==> src/rtl/uart_tx_pkg.sv <==
// Shared encodings for the UART transmit frame controller (state, TX_OUT mux select, parity type).
// Optional parity support is controlled by the UART_TX_PARITY_EN macro in the files that import this package.
package uart_tx_pkg;

    typedef enum logic [2:0] {
        IDLE   = 3'd0,
        START  = 3'd1,
        DATA   = 3'd2,
        PARITY = 3'd3,
        STOP   = 3'd4
    } tx_state_t;

    localparam logic [1:0] SEL_START = 2'd0;
    localparam logic [1:0] SEL_DATA  = 2'd1;
    localparam logic [1:0] SEL_PAR   = 2'd2;
    localparam logic [1:0] SEL_STOP  = 2'd3;

    localparam logic PAR_EVEN = 1'b0;
    localparam logic PAR_ODD  = 1'b1;

endpackage

==> src/rtl/uart_tx_parity_calc.sv <==
// Registered parity bit for one UART frame, captured from the byte and parity type on a load strobe.
// Instantiated by uart_tx_ctrl only when UART_TX_PARITY_EN is defined.
module uart_tx_parity_calc
    import uart_tx_pkg::*;
#(
    parameter int DATA_WIDTH = 8
) (
    input  logic                  CLK,
    input  logic                  RST,
    input  logic                  load,
    input  logic [DATA_WIDTH-1:0] data,
    input  logic                  par_typ,
    output logic                  par_bit
);

    logic parity_q;
    logic parity_d;

    always_comb begin
        parity_d = parity_q;
        if (load) begin
            parity_d = (par_typ == PAR_EVEN) ? (^data) : ~(^data);
        end
    end

    always_ff @(posedge CLK or negedge RST) begin
        if (!RST) begin
            parity_q <= 1'b0;
        end else begin
            parity_q <= parity_d;
        end
    end

    assign par_bit = parity_q;

endmodule

==> src/rtl/uart_tx_ctrl.sv <==
// UART transmit frame controller: start/data/parity/stop sequencing around an external serializer.
// Define UART_TX_PARITY_EN to build the optional parity bit; otherwise every frame is 10 bits.
module uart_tx_ctrl
    import uart_tx_pkg::*;
#(
    parameter int DATA_WIDTH = 8
) (
    input  logic                  CLK,
    input  logic                  RST,
    input  logic                  DATA_VALID,
    input  logic [DATA_WIDTH-1:0] P_DATA,
    input  logic                  PAR_EN,
    input  logic                  PAR_TYP,
    output logic                  SER_EN,
    output logic [DATA_WIDTH-1:0] SER_P_DATA,
    input  logic                  SER_DATA,
    input  logic                  SER_DONE,
    output logic                  TX_OUT,
    output logic                  Busy
);

    tx_state_t             state_q, state_d;
    logic                  ser_en_q, ser_en_d;
    logic [DATA_WIDTH-1:0] data_q, data_d;
    logic                  load;
    logic                  par_bit;
    logic [1:0]            tx_sel;

`ifdef UART_TX_PARITY_EN
    logic par_en_q, par_en_d;

    uart_tx_parity_calc #(
        .DATA_WIDTH(DATA_WIDTH)
    ) u_parity (
        .CLK    (CLK),
        .RST    (RST),
        .load   (load),
        .data   (P_DATA),
        .par_typ(PAR_TYP),
        .par_bit(par_bit)
    );

    always_comb begin
        par_en_d = load ? PAR_EN : par_en_q;
    end

    always_ff @(posedge CLK or negedge RST) begin
        if (!RST) begin
            par_en_q <= 1'b0;
        end else begin
            par_en_q <= par_en_d;
        end
    end
`else
    logic unused_par;
    assign unused_par = ^{PAR_EN, PAR_TYP};
    assign par_bit    = 1'b0;
`endif

    // A new request is accepted only from IDLE or STOP; STOP acceptance gives back-to-back frames.
    always_comb begin
        state_d  = state_q;
        ser_en_d = 1'b0;
        load     = 1'b0;
        case (state_q)
            IDLE, STOP: begin
                if (DATA_VALID) begin
                    load     = 1'b1;
                    ser_en_d = 1'b1;
                    state_d  = START;
                end else begin
                    state_d  = IDLE;
                end
            end
            START: state_d = DATA;
            DATA: begin
                if (SER_DONE) begin
`ifdef UART_TX_PARITY_EN
                    state_d = par_en_q ? PARITY : STOP;
`else
                    state_d = STOP;
`endif
                end
            end
`ifdef UART_TX_PARITY_EN
            PARITY: state_d = STOP;
`endif
            default: state_d = IDLE;
        endcase
        data_d = load ? P_DATA : data_q;
    end

    always_ff @(posedge CLK or negedge RST) begin
        if (!RST) begin
            state_q  <= IDLE;
            ser_en_q <= 1'b0;
            data_q   <= '0;
        end else begin
            state_q  <= state_d;
            ser_en_q <= ser_en_d;
            data_q   <= data_d;
        end
    end

    always_comb begin
        case (state_q)
            START:   tx_sel = SEL_START;
            DATA:    tx_sel = SEL_DATA;
`ifdef UART_TX_PARITY_EN
            PARITY:  tx_sel = SEL_PAR;
`endif
            default: tx_sel = SEL_STOP;
        endcase
    end

    always_comb begin
        case (tx_sel)
            SEL_START: TX_OUT = 1'b0;
            SEL_DATA:  TX_OUT = SER_DATA;
            SEL_PAR:   TX_OUT = par_bit;
            default:   TX_OUT = 1'b1;
        endcase
    end

    assign Busy       = (state_q != IDLE);
    assign SER_EN     = ser_en_q;
    assign SER_P_DATA = data_q;

endmodule

==> config.mk <==
export PLATFORM = sky130hd
export DESIGN_NAME = uart_tx_ctrl
export DESIGN_NICKNAME = d
export VERILOG_FILES = /design/src/rtl/uart_tx_pkg.sv /design/src/rtl/uart_tx_parity_calc.sv /design/src/rtl/uart_tx_ctrl.sv
export SDC_FILE = /design/constraint.sdc
export NUM_CORES = 1
export LEC_CHECK = 0
export CAP_MARGIN = 20
export CORE_MARGIN = 10
export CORE_UTILIZATION = 37
export CTS_CLUSTER_DIAMETER = 80
export CTS_CLUSTER_SIZE = 10
export DETAILED_ROUTE_END_ITERATION = 8
export PLACE_DENSITY_LB_ADDON = 0.2
export SYNTH_ARGS = -nofsm -noshare
export SYNTH_HDL_FRONTEND = slang
export SYNTH_SLANG_ARGS = --single-unit
==> constraint.sdc <==
create_clock -name CLK -period 1.5 [get_ports CLK]
set_input_delay 0.3 -clock CLK [delete_from_list [all_inputs] [get_ports CLK]]
set_output_delay 0.3 -clock CLK [all_outputs]
set_load 0.005 [all_outputs]
After elaboration in Yosys (flattened, before gate mapping). Cells that the tools add are included.

Bits in registers: 12. Input bits: 15. Output and inout port bits: 11.

Eq/ne operators: 6. Multiplexer cells: 7. Reduce and logical (&&, ||, !) cells: 5.

Operators with widths (count): $pmux W3 S3 (1); $pmux W2 S2 (1); $reduce_or A2 Y1 (2); $eq A3 B1 Y1 const B (1); $eq A3 B2 Y1 const B (1); $eq A3 B3 Y1 const B (1); $logic_not A3 Y1 (1); $mux W1 (3); $mux W3 (1); $reduce_bool A3 Y1 (1); $eq A2 B1 Y1 const B (1); $eq A2 B2 Y1 const B (1); $logic_not A2 Y1 (1); $ne A2 B2 Y1 const B (1); $pmux W1 S2 (1).

Depth between registers and ports, before layout.
Word-level depth: 5. Gate-level depth with buffers: 3. Depth with buffers taken out: 2.

Worst setup path before layout. No wires, ideal clock.

Path type: register -> register. Start: register state_q[0]. End: register data_q[0], in the netlist SER_P_DATA[0]. Library setup time: 0.125 ns. Arrival: 1.069 ns. Data required time: 1.375 ns. Path slack: 0.305 ns. Cell stages (with the launch flop): 4. Path buffers: 1. Period minus slack after synthesis: 1.195 ns. Path through: dfrtp_1 -> nor3b_2 -> buf_6 -> mux2_4.

Word-level cells in the longest chain between the ends: 3. Elaborated cells between the ends (all ways): 4. Classes of those cells: eq/ne: 1; mux: 1; reduce/logical: 2.

Ends and longest elaborated chain: start, declared (line uart_tx_ctrl.sv:22) `tx_state_t state_q, state_d;`; start signal, assigned (line uart_tx_ctrl.sv:99) `state_q <= state_d;`; $eq A3 B3 Y1 or $logic_not A3 Y1 (tied branches) (line uart_tx_ctrl.sv:65) `case (state_q)`; $reduce_or A2 Y1 * (line uart_tx_ctrl.sv:65); $mux W1 * (line uart_tx_ctrl.sv:65); net load (line uart_tx_ctrl.sv:25) `logic load;`; end signal, assigned (line uart_tx_ctrl.sv:101) `data_q <= data_d;`; end, declared (line uart_tx_ctrl.sv:24) `logic [DATA_WIDTH-1:0] data_q, data_d;`.

The timed path passes the listed nets; every way through them passes the cells marked *. A chain may end at the register's enable or synchronous reset.

Final worst setup path.
Start: register state_q[1]. End: output Busy.

Word-level cells in the longest chain between the ends: 1.

Ends and longest elaborated chain: $reduce_bool A3 Y1 (line uart_tx_ctrl.sv:125) `assign Busy = (state_q != IDLE);`; end, declared (line uart_tx_ctrl.sv:19) `output logic Busy`.

No other way between the ends.

==> qor.yml <==
period_share_pct: 98.6
cp-start-kind: "register"
status: "finished, final reports clean"
postSynthCellCount: 30
multiInputGateArea_um2: 215
ctsHtreeMaxLevel: 1
port_buffers: 23
holdWs_ns: 0.384
crit_family: "flip-flops"
setup_violations: 0
drt-vias-per-instance: 4.91
crit_type: "register to output port"
syn_area_um2: 510
ir_drop_uv: 924
cp_num_buf_inv: 1
cts_buffer_depth: 2
fillers: 108
syn_nets: 45
clk_pin_slew_ns: 0.06
critPathCaptureType: "output port"
synth_seq_area_share_pct: 58.8
reg2reg_from: "state_q[1]"
regArea_um2: 300
maxSlewHeadroom_pct: 65.6
nNetsFinal: 77
io_pins: 26
synth.ff_latch_count: 12
drt-total-wl_um: 1280
drc: 0
antenna_cells: 0
clkLatencyLatePin_ns: 0.26
num_vias: 368
grt_max_degree: 13
leakage_nw: 0.366
synth-edff-count: 0
dieArea_mm2: 0.00327
cts_made_buffers: 3
grt_use_total_pct: 8.02
num_rows: 13
yosysMostFrequentCell: "dfrtp_1"
first_iter_violations: 4
cts_sinks: 12
yosysTopAreaCellShare_pct: 58.8
grt_overflow: 0
dp_cells: 72
grt_pass1_wl_um: 2080
gp_congestion: 0.783
finalHoldViolCount: 0
clockRootBuffer: "clkbuf_4"
fin_ws_ns: 0.0215
ys_dominant_reg_cell: "dfrtp_1"
drt_first_pass_iters: 3
cap_violations: 0
grt_pass1_vias: 422
worst_slew_pin_slew_ns: 0.514
rsz0062_at_grt: "true"
yosys.area.top_type: "dfrtp_1"
fmax_mhz: 676
fin_skew_ns: 0.00193
core-area_mm2: 0.00130
die_w_um: 57.1
async_reset_ff_share_pct: 100
place_ws_ns: -0.249
synth_common_cells: "dfrtp_1, mux2_4, nor3b_1"
stdcell_count: 75
initial_utilization_pct: 39.2
drt-wirelength-per-cell_um: 17.1
ctsHoldBuffers: 0
crit_required_ns: 1.20
cpMaxStageDelayCell: "dfrtp_1"
slew_violations: 0
synth_area_per_cell_um2: 17.0
dieHeight_um: 57.1
critical_path_arrival_ns: 1.18
synth_area_leaders: "dfrtp_1, mux2_4, nor3b_1"
antenna_found_initial: 0
cpPeakStageDelay_ns: 0.41
synthToLayoutAreaGrowth_pct: 61.5
p_per_area_mw_per_mm2: 1900
finalCriticalPeriod_ns: 1.48
setup-tns-final_ns: 0
cts_tree: "built"
startpoint: "state_q[1]"
crit_chain: "or3_4, buf_6"
synth_warnings: 0
power_mw: 1.57
hp-class: "primary input to asynchronous set/reset pin"
synth_cell_types: 10
drive_above_1_share_pct: 40.0
cp_max_fo: 4
ant_nets: 0
-- stage by stage --
step           util [%]  cell area (um2)
2_1_floorplan         -              510
3_3_place_gp       60.4              786
3_5_place_dp       60.4              786
4_1_cts            63.4              825
5_1_grt            63.4              825
6_report           63.4              825
-- final timing paths --
check / endpoint / slack, ns / cells past startpoint
min in group CLK: state_q[0] / 0.51 / 1
max in group asynchronous: state_q[1] / 0.77 / 1
max reg2reg: SER_P_DATA[4] / 0.09 / 4
min: SER_EN / 0.38 / 1
max: Busy / 0.02 / 2
min reg2reg: state_q[0] / 0.51 / 1
-- layout make-up --
| type | instances | area share [%] |
|---|---|---|
| well taps | 15 | 2.28 |
| flip-flops and latches | 12 | 36.4 |
| multi-input cells | 17 | 26.1 |
| clock buffers | 3 | 2.73 |
| repair buffers | 28 | 32.5 |
-- registers in the layout, summed over array words and instances (netlist names) --
signal      count
SER_P_DATA      8
state_q         3
SER_EN          1
-- cell families (layout without fill, tap and decap cells) --
family                 after synthesis  after routing  share of synthesized area (%)
AO/OA/AOI/OAI                        2              2                           3.43
buffers and inverters                1             31                           2.21
flip-flops                          12             12                           58.8
multiplexers                         8              8                           23.5
AND/OR/NAND/NOR                      7              7                           12.0
-- worst reg2reg max path: cells and delay by family, from the launching register on --
family        cells  cell delay (ns)
buf+inv           2             0.37
flops             1             0.41
mux               1             0.31
simple gates      1             0.20
-- placed cells by master (no fill, tap or decap) --
master / instances
dfrtp_1: 12
buf_4: 4
o21ba_2: 1
nor3b_1: 2
and4bb_2: 1
mux2_4: 8
nor2b_4: 1
o21bai_1: 1
clkdlybuf4s50_1: 21
or3_4: 1
clkbuf_4: 3
buf_2: 1
nor3b_2: 2
buf_6: 2
-- what timing repair did --
item / in CTS / in global routing
pin swaps: 0 / 3
buffers inserted: 0 / 0
resized for setup: 14 / 0
endpoints found under the setup margin: 2 / 3
-- report_power, final --
part	switching [mW]	total, mW	internal, mW
Combinational	0.244	0.828	0.584
Sequential	0.0944	0.567	0.472
Clock	0.0827	0.175	0.0922
-- per-layer routing --
| layer | up-vias | part of all wire, % | track usage, % |
|---|---|---|---|
| met5 | - | 0 | 0 |
| met4 | 0 | 0 | 0 |
| met3 | 0 | 7.4 | 5.09 |
| met2 | 15 | 52 | 14.1 |
| met1 | 186 | 41 | 8.40 |
| li1 | 167 | - | - |
Note: power is estimated with default switching activity, not from simulation.
